[src/rtl/sum_stationary_pkg.sv]
// Shared types and helpers for the sum-stationary multiplier front end.
package sum_stationary_pkg;

    localparam int PKG_DATA_WIDTH = 8;

    typedef logic [PKG_DATA_WIDTH-1:0] data_t;

    typedef enum logic [2:0] {
        LOAD,
        STREAM,
        WAIT_DONE,
        HOLD,
        CLEAR
    } feeder_state_e;

    // Number of valid beats the array needs for an n x n product:
    // n data beats followed by enough zero beats to drain the skew.
    function automatic int stream_len(input int n);
        return 3 * n - 2;
    endfunction

endpackage

[src/rtl/sum_stationary_feeder_matrix_store.sv]
// NxN register file: row-wide writes, one column read port and one row read port.
module matrix_store #(
    parameter int DATA_WIDTH = 8,
    parameter int N          = 4,
    parameter int IW         = 2
) (
    input  logic                           clk_i,
    input  logic                           clear,
    input  logic                           we,
    input  logic [IW-1:0]                  wr_row,
    input  logic [N-1:0][DATA_WIDTH-1:0]   wr_data,
    input  logic [IW-1:0]                  col_sel,
    output logic [N-1:0][DATA_WIDTH-1:0]   col_data,
    input  logic [IW-1:0]                  row_sel,
    output logic [N-1:0][DATA_WIDTH-1:0]   row_data
);

    logic [N-1:0][N-1:0][DATA_WIDTH-1:0] mem;

    // Synchronous clear wins over a row write.
    always_ff @(posedge clk_i) begin
        if (clear) begin
            mem <= '0;
        end else if (we) begin
            mem[wr_row] <= wr_data;
        end
    end

    // Column read: element i comes from row i at the selected column.
    always_comb begin
        col_data = '0;
        for (int i = 0; i < N; i++) begin
            col_data[i] = mem[i][col_sel];
        end
    end

    assign row_data = mem[row_sel];

endmodule

[src/rtl/sum_stationary_feeder.sv]
// Loads A and B row by row, streams them skew-free into the systolic array,
// then waits for done, presents the result handshake and resets the array.
module sum_stationary_feeder
    import sum_stationary_pkg::*;
#(
    parameter int DATA_WIDTH   = 8,
    parameter int N            = 4,
    parameter int DONE_TIMEOUT = 4
) (
    input  logic                          clk_i,
    input  logic                          reset_i,
    input  logic                          load_valid_i,
    output logic                          load_ready_o,
    input  logic [N-1:0][DATA_WIDTH-1:0]  load_a_row_i,
    input  logic [N-1:0][DATA_WIDTH-1:0]  load_b_row_i,
    output logic                          mm_valid_o,
    output logic [N-1:0][DATA_WIDTH-1:0]  mm_a_o,
    output logic [N-1:0][DATA_WIDTH-1:0]  mm_b_o,
    input  logic                          mm_done_i,
    output logic                          mm_reset_o,
    output logic                          result_valid_o,
    input  logic                          result_ready_i,
    output logic                          error_o
);

    localparam int RW = (N > 1) ? $clog2(N) : 1;
    localparam int SL = stream_len(N);
    localparam int TW = $clog2(SL + 1);
    localparam int CW = $clog2(DONE_TIMEOUT + 1);

    feeder_state_e state;
    logic [RW-1:0] r;
    logic [TW-1:0] t;
    logic [CW-1:0] to_cnt;
    logic          err;
    logic          accept;

    logic [N-1:0][DATA_WIDTH-1:0] a_col, b_row;
    logic [N-1:0][DATA_WIDTH-1:0] a_row_unused, b_col_unused;

    assign accept = (state == LOAD) && load_valid_i;

    // Sequencer: row loading, beat counting, done timeout and sticky error.
    always_ff @(posedge clk_i) begin
        if (reset_i) begin
            state  <= LOAD;
            r      <= '0;
            t      <= '0;
            to_cnt <= '0;
            err    <= 1'b0;
        end else begin
            case (state)
                LOAD: begin
                    if (load_valid_i) begin
                        if (r == RW'(N - 1)) begin
                            r     <= '0;
                            t     <= '0;
                            state <= STREAM;
                        end else begin
                            r <= r + 1'b1;
                        end
                    end
                end
                STREAM: begin
                    if (t == TW'(SL - 1)) begin
                        to_cnt <= '0;
                        state  <= WAIT_DONE;
                    end else begin
                        t <= t + 1'b1;
                    end
                end
                WAIT_DONE: begin
                    if (mm_done_i) begin
                        state <= HOLD;
                    end else if (to_cnt == CW'(DONE_TIMEOUT - 1)) begin
                        err   <= 1'b1;
                        state <= CLEAR;
                    end else begin
                        to_cnt <= to_cnt + 1'b1;
                    end
                end
                HOLD: begin
                    if (result_ready_i) state <= CLEAR;
                end
                CLEAR:   state <= LOAD;
                default: state <= LOAD;
            endcase
        end
    end

    // A is read by column, B by row; both indexed by the current beat.
    matrix_store #(.DATA_WIDTH(DATA_WIDTH), .N(N), .IW(RW)) u_store_a (
        .clk_i    (clk_i),
        .clear    (reset_i),
        .we       (accept),
        .wr_row   (r),
        .wr_data  (load_a_row_i),
        .col_sel  (t[RW-1:0]),
        .col_data (a_col),
        .row_sel  (t[RW-1:0]),
        .row_data (a_row_unused)
    );

    matrix_store #(.DATA_WIDTH(DATA_WIDTH), .N(N), .IW(RW)) u_store_b (
        .clk_i    (clk_i),
        .clear    (reset_i),
        .we       (accept),
        .wr_row   (r),
        .wr_data  (load_b_row_i),
        .col_sel  (t[RW-1:0]),
        .col_data (b_col_unused),
        .row_sel  (t[RW-1:0]),
        .row_data (b_row)
    );

    // Data beats for t<N, zero flush beats afterwards and outside STREAM.
    always_comb begin
        mm_a_o = '0;
        mm_b_o = '0;
        if (state == STREAM && t < TW'(N)) begin
            mm_a_o = a_col;
            mm_b_o = b_row;
        end
    end

    // Reset is the only input allowed to reach the outputs directly.
    assign load_ready_o   = (state == LOAD) && !reset_i;
    assign mm_valid_o     = (state == STREAM);
    assign mm_reset_o     = reset_i || (state == CLEAR);
    assign result_valid_o = (state == HOLD);
    assign error_o        = err;

endmodule

[config.mk]
export PLATFORM = sky130hd
export DESIGN_NAME = sum_stationary_feeder
export DESIGN_NICKNAME = d
export VERILOG_FILES = /design/src/rtl/sum_stationary_pkg.sv /design/src/rtl/sum_stationary_feeder_matrix_store.sv /design/src/rtl/sum_stationary_feeder.sv
export SDC_FILE = /design/constraint.sdc
export NUM_CORES = 1
export LEC_CHECK = 0
export CAP_MARGIN = 30
export CORE_MARGIN = 4
export CORE_UTILIZATION = 40
export CTS_BUF_LIST = sky130_fd_sc_hd__clkbuf_8 sky130_fd_sc_hd__clkbuf_16
export CTS_CLUSTER_DIAMETER = 50
export DETAILED_ROUTE_END_ITERATION = 16
export PLACE_DENSITY = 0.69
export SKIP_CTS_REPAIR_TIMING = 1
export SKIP_LAST_GASP = 1
export SYNTH_ARGS = -nofsm -noshare
export SYNTH_HDL_FRONTEND = slang
export SYNTH_HIERARCHICAL = 1
export SYNTH_SLANG_ARGS = --single-unit
[constraint.sdc]
create_clock -name clk_i -period 2.44 [get_ports clk_i]
set_clock_uncertainty 0.05 [all_clocks]
set_input_delay 0.61 -clock clk_i [delete_from_list [all_inputs] [get_ports clk_i]]
set_output_delay 0.61 -clock clk_i [all_outputs]
set_load 0.01 [all_outputs]
==> results.py <==
metrics = {
    "timing": {
        "whs_ns": 0.421,
        "period_share_pct": 115,
        "max-slew-margin-rel_pct": 44.4,
        "fin_tns_setup_ns": -17.14,
        "tightest_slew_ns": 0.834,
        "setup_viol": 64,
        "maxSlewViolCount": 0,
        "finalCriticalPeriod_ns": 2.81,
        "final_hold_viol_count": 0,
        "setup_ws_ns": -0.375,
        "clock.fmax_ghz": 0.355,
        "rsz0062_at_grt": "true",
    },
    "finish": {
        "final_cell_mix": "321 x nand2b_1, 265 x dfxtp_1, 257 x mux2i_1, 68 x clkdlybuf4s50_1, 64 x mux4_2",
        "layout-drive-gt1-share_pct": 25.8,
        "utilization_pct": 53.2,
        "final_common_cell": "nand2b_1",
        "n_antenna_cell": 0,
        "synthToLayoutAreaGrowth_pct": 30.8,
        "layout.nets": 1403,
    },
    "critical_path": {
        "path_max_fanout": 8,
        "cpMostUsedCell": "buf_12",
        "worstPathRequired_ns": 1.78,
        "critPathCaptureType": "primary output",
        "r2r_setup_slack_ns": 0.49,
        "critPathMaxStageDelay_ns": 0.52,
        "crit_chain": "buf_12 > buf_12 > buf_4 > mux4_2 > and2_4 > clkbuf_2",
        "cp_slowest_cell": "mux4_2",
        "arrival_ns": 2.15,
        "critPathBufInv": 4,
        "path_delay_family": "multiplexers",
        "rr_worst_depth": 8,
        "critPathKind": "reg -> out",
        "path_depth": 6,
        "cp-start-kind": "flop",
    },
    "floorplanning": {
        "ioPinCount": 138,
        "dieWidth_um": 187,
        "fp.dieArea_um2": 35000,
        "core_area_um2": 31600,
        "start_util_pct": 40.6,
        "fp-row-count": 65,
        "die_y_um": 187,
    },
    "detailed_routing": {
        "routed_via_density": 5.08,
        "num_vias": 8918,
        "antenna_left": 0,
        "drtPass1Iterations": 5,
        "dr.first_iter.drc_count": 469,
        "drcViolationCount": 0,
        "wire_per_inst_um": 18.7,
        "wirelength_um": 32900,
    },
    "grt": {
        "grt_use_met1_pct": 22.8,
        "grtUsageMet3_pct": 3.83,
        "grt_pass1_vias": 9077,
        "use_met2_pct": 28.8,
        "grt-busiest-layer": "met2",
        "grt_pass1_wl_um": 49400,
        "grt_start_max_net_pins": 258,
        "grt_usage_pct": 17.1,
        "antenna_found_initial": 3,
        "overflow": 0,
    },
    "placement": {
        "preCtsSetupSlack_ns": -0.0575,
        "place_congestion": 0.771,
        "io_buffers": 137,
        "hpwl_um": 20200,
    },
    "clock_tree": {
        "cts_htree_levels": 2,
        "cts_tree": "done",
        "clkTransAtPathRegs_ns": 0.05,
        "numCtsBuffers": 36,
        "clkLatencyLatePin_ns": 0.51,
        "clkSinkCount": 269,
        "clock_path_buffers": 3,
        "clock-root-buffer": "clkbuf_16",
    },
    "synthesis": {
        "postSynthAreaPerCell_um2": 11.2,
        "synthCells": 1146,
        "syn_nets": 1220,
        "netlist_area_um2": 12800,
        "ys.warnings.count": 6,
    },
    "outcome": {
        "outcome": "finished, violations left",
        "failed_checks": "setup timing",
    },
    "worst_hold_path": {
        "whs_path_depth": 2,
        "hold_path.class": "reg -> reg",
    },
    "power_and_ir_drop": {
        "power_density_nw_per_um2": 870,
        "p_leak_nw": 7.47,
        "irDropWorstVdd_v": 0.000387,
    },
    "run": {
        "drv_cap": 0,
    },
}
sequential cells by signal, summed over array words and instances (netlist names):
| name | count |
|---|---|
| to_cnt | 3 |
| u_store_a/mem | 128 |
| state | 3 |
| error_o | 1 |
| u_store_b/mem | 128 |
| t | 4 |
| r | 2 |
layout make-up:
class	count	area (um2)
Fill cell	2736	14800
Multi-Input combinational cell	783	7120
Clock inverter	21	163
Timing Repair Buffer	233	2580
Clock buffer	41	981
Tap cell	402	503
Inverter	6	25.0
Sequential cell	269	5400
worst reg2reg max path, delay by kind of cell (launching register included):
kind | cells | cell delay (ns)
simple gates | 3 | 0.56
buf+inv | 4 | 0.72
flops | 1 | 0.33
mux | 1 | 0.22
power breakdown:
| part | internal (mW) | switching [mW] |
|---|---|---|
| logic | 2.54 | 1.93 |
| registers | 4.82 | 0.283 |
| clock network | 3.08 | 1.93 |
metal layers:
metal	up-vias	part of all wire, %
met5	-	0.13
met4	6	1.5
met3	48	5.0
met2	203	48
met1	4340	45
li1	4321	-
final timing paths:
check                    startpoint           endpoint
hold / removal    u_store_a/mem[28]  u_store_a/mem[28]
setup / recovery               t[0]         mm_b_o[23]
setup reg to reg           state[2]  u_store_b/mem[20]
hold reg to reg   u_store_a/mem[28]  u_store_a/mem[28]
per-stage QoR:
stage               area [um2]  instances  power, mW
floorplan                12800       1146       7.25
global placement         14900       1646       8.35
detailed placement       14900       1646       8.39
CTS                      16000       1708       13.5
global route             16800       1755       15.2
finish                   16800       1755       14.6
No activity file was read; power rests on OpenSTA's default activity.
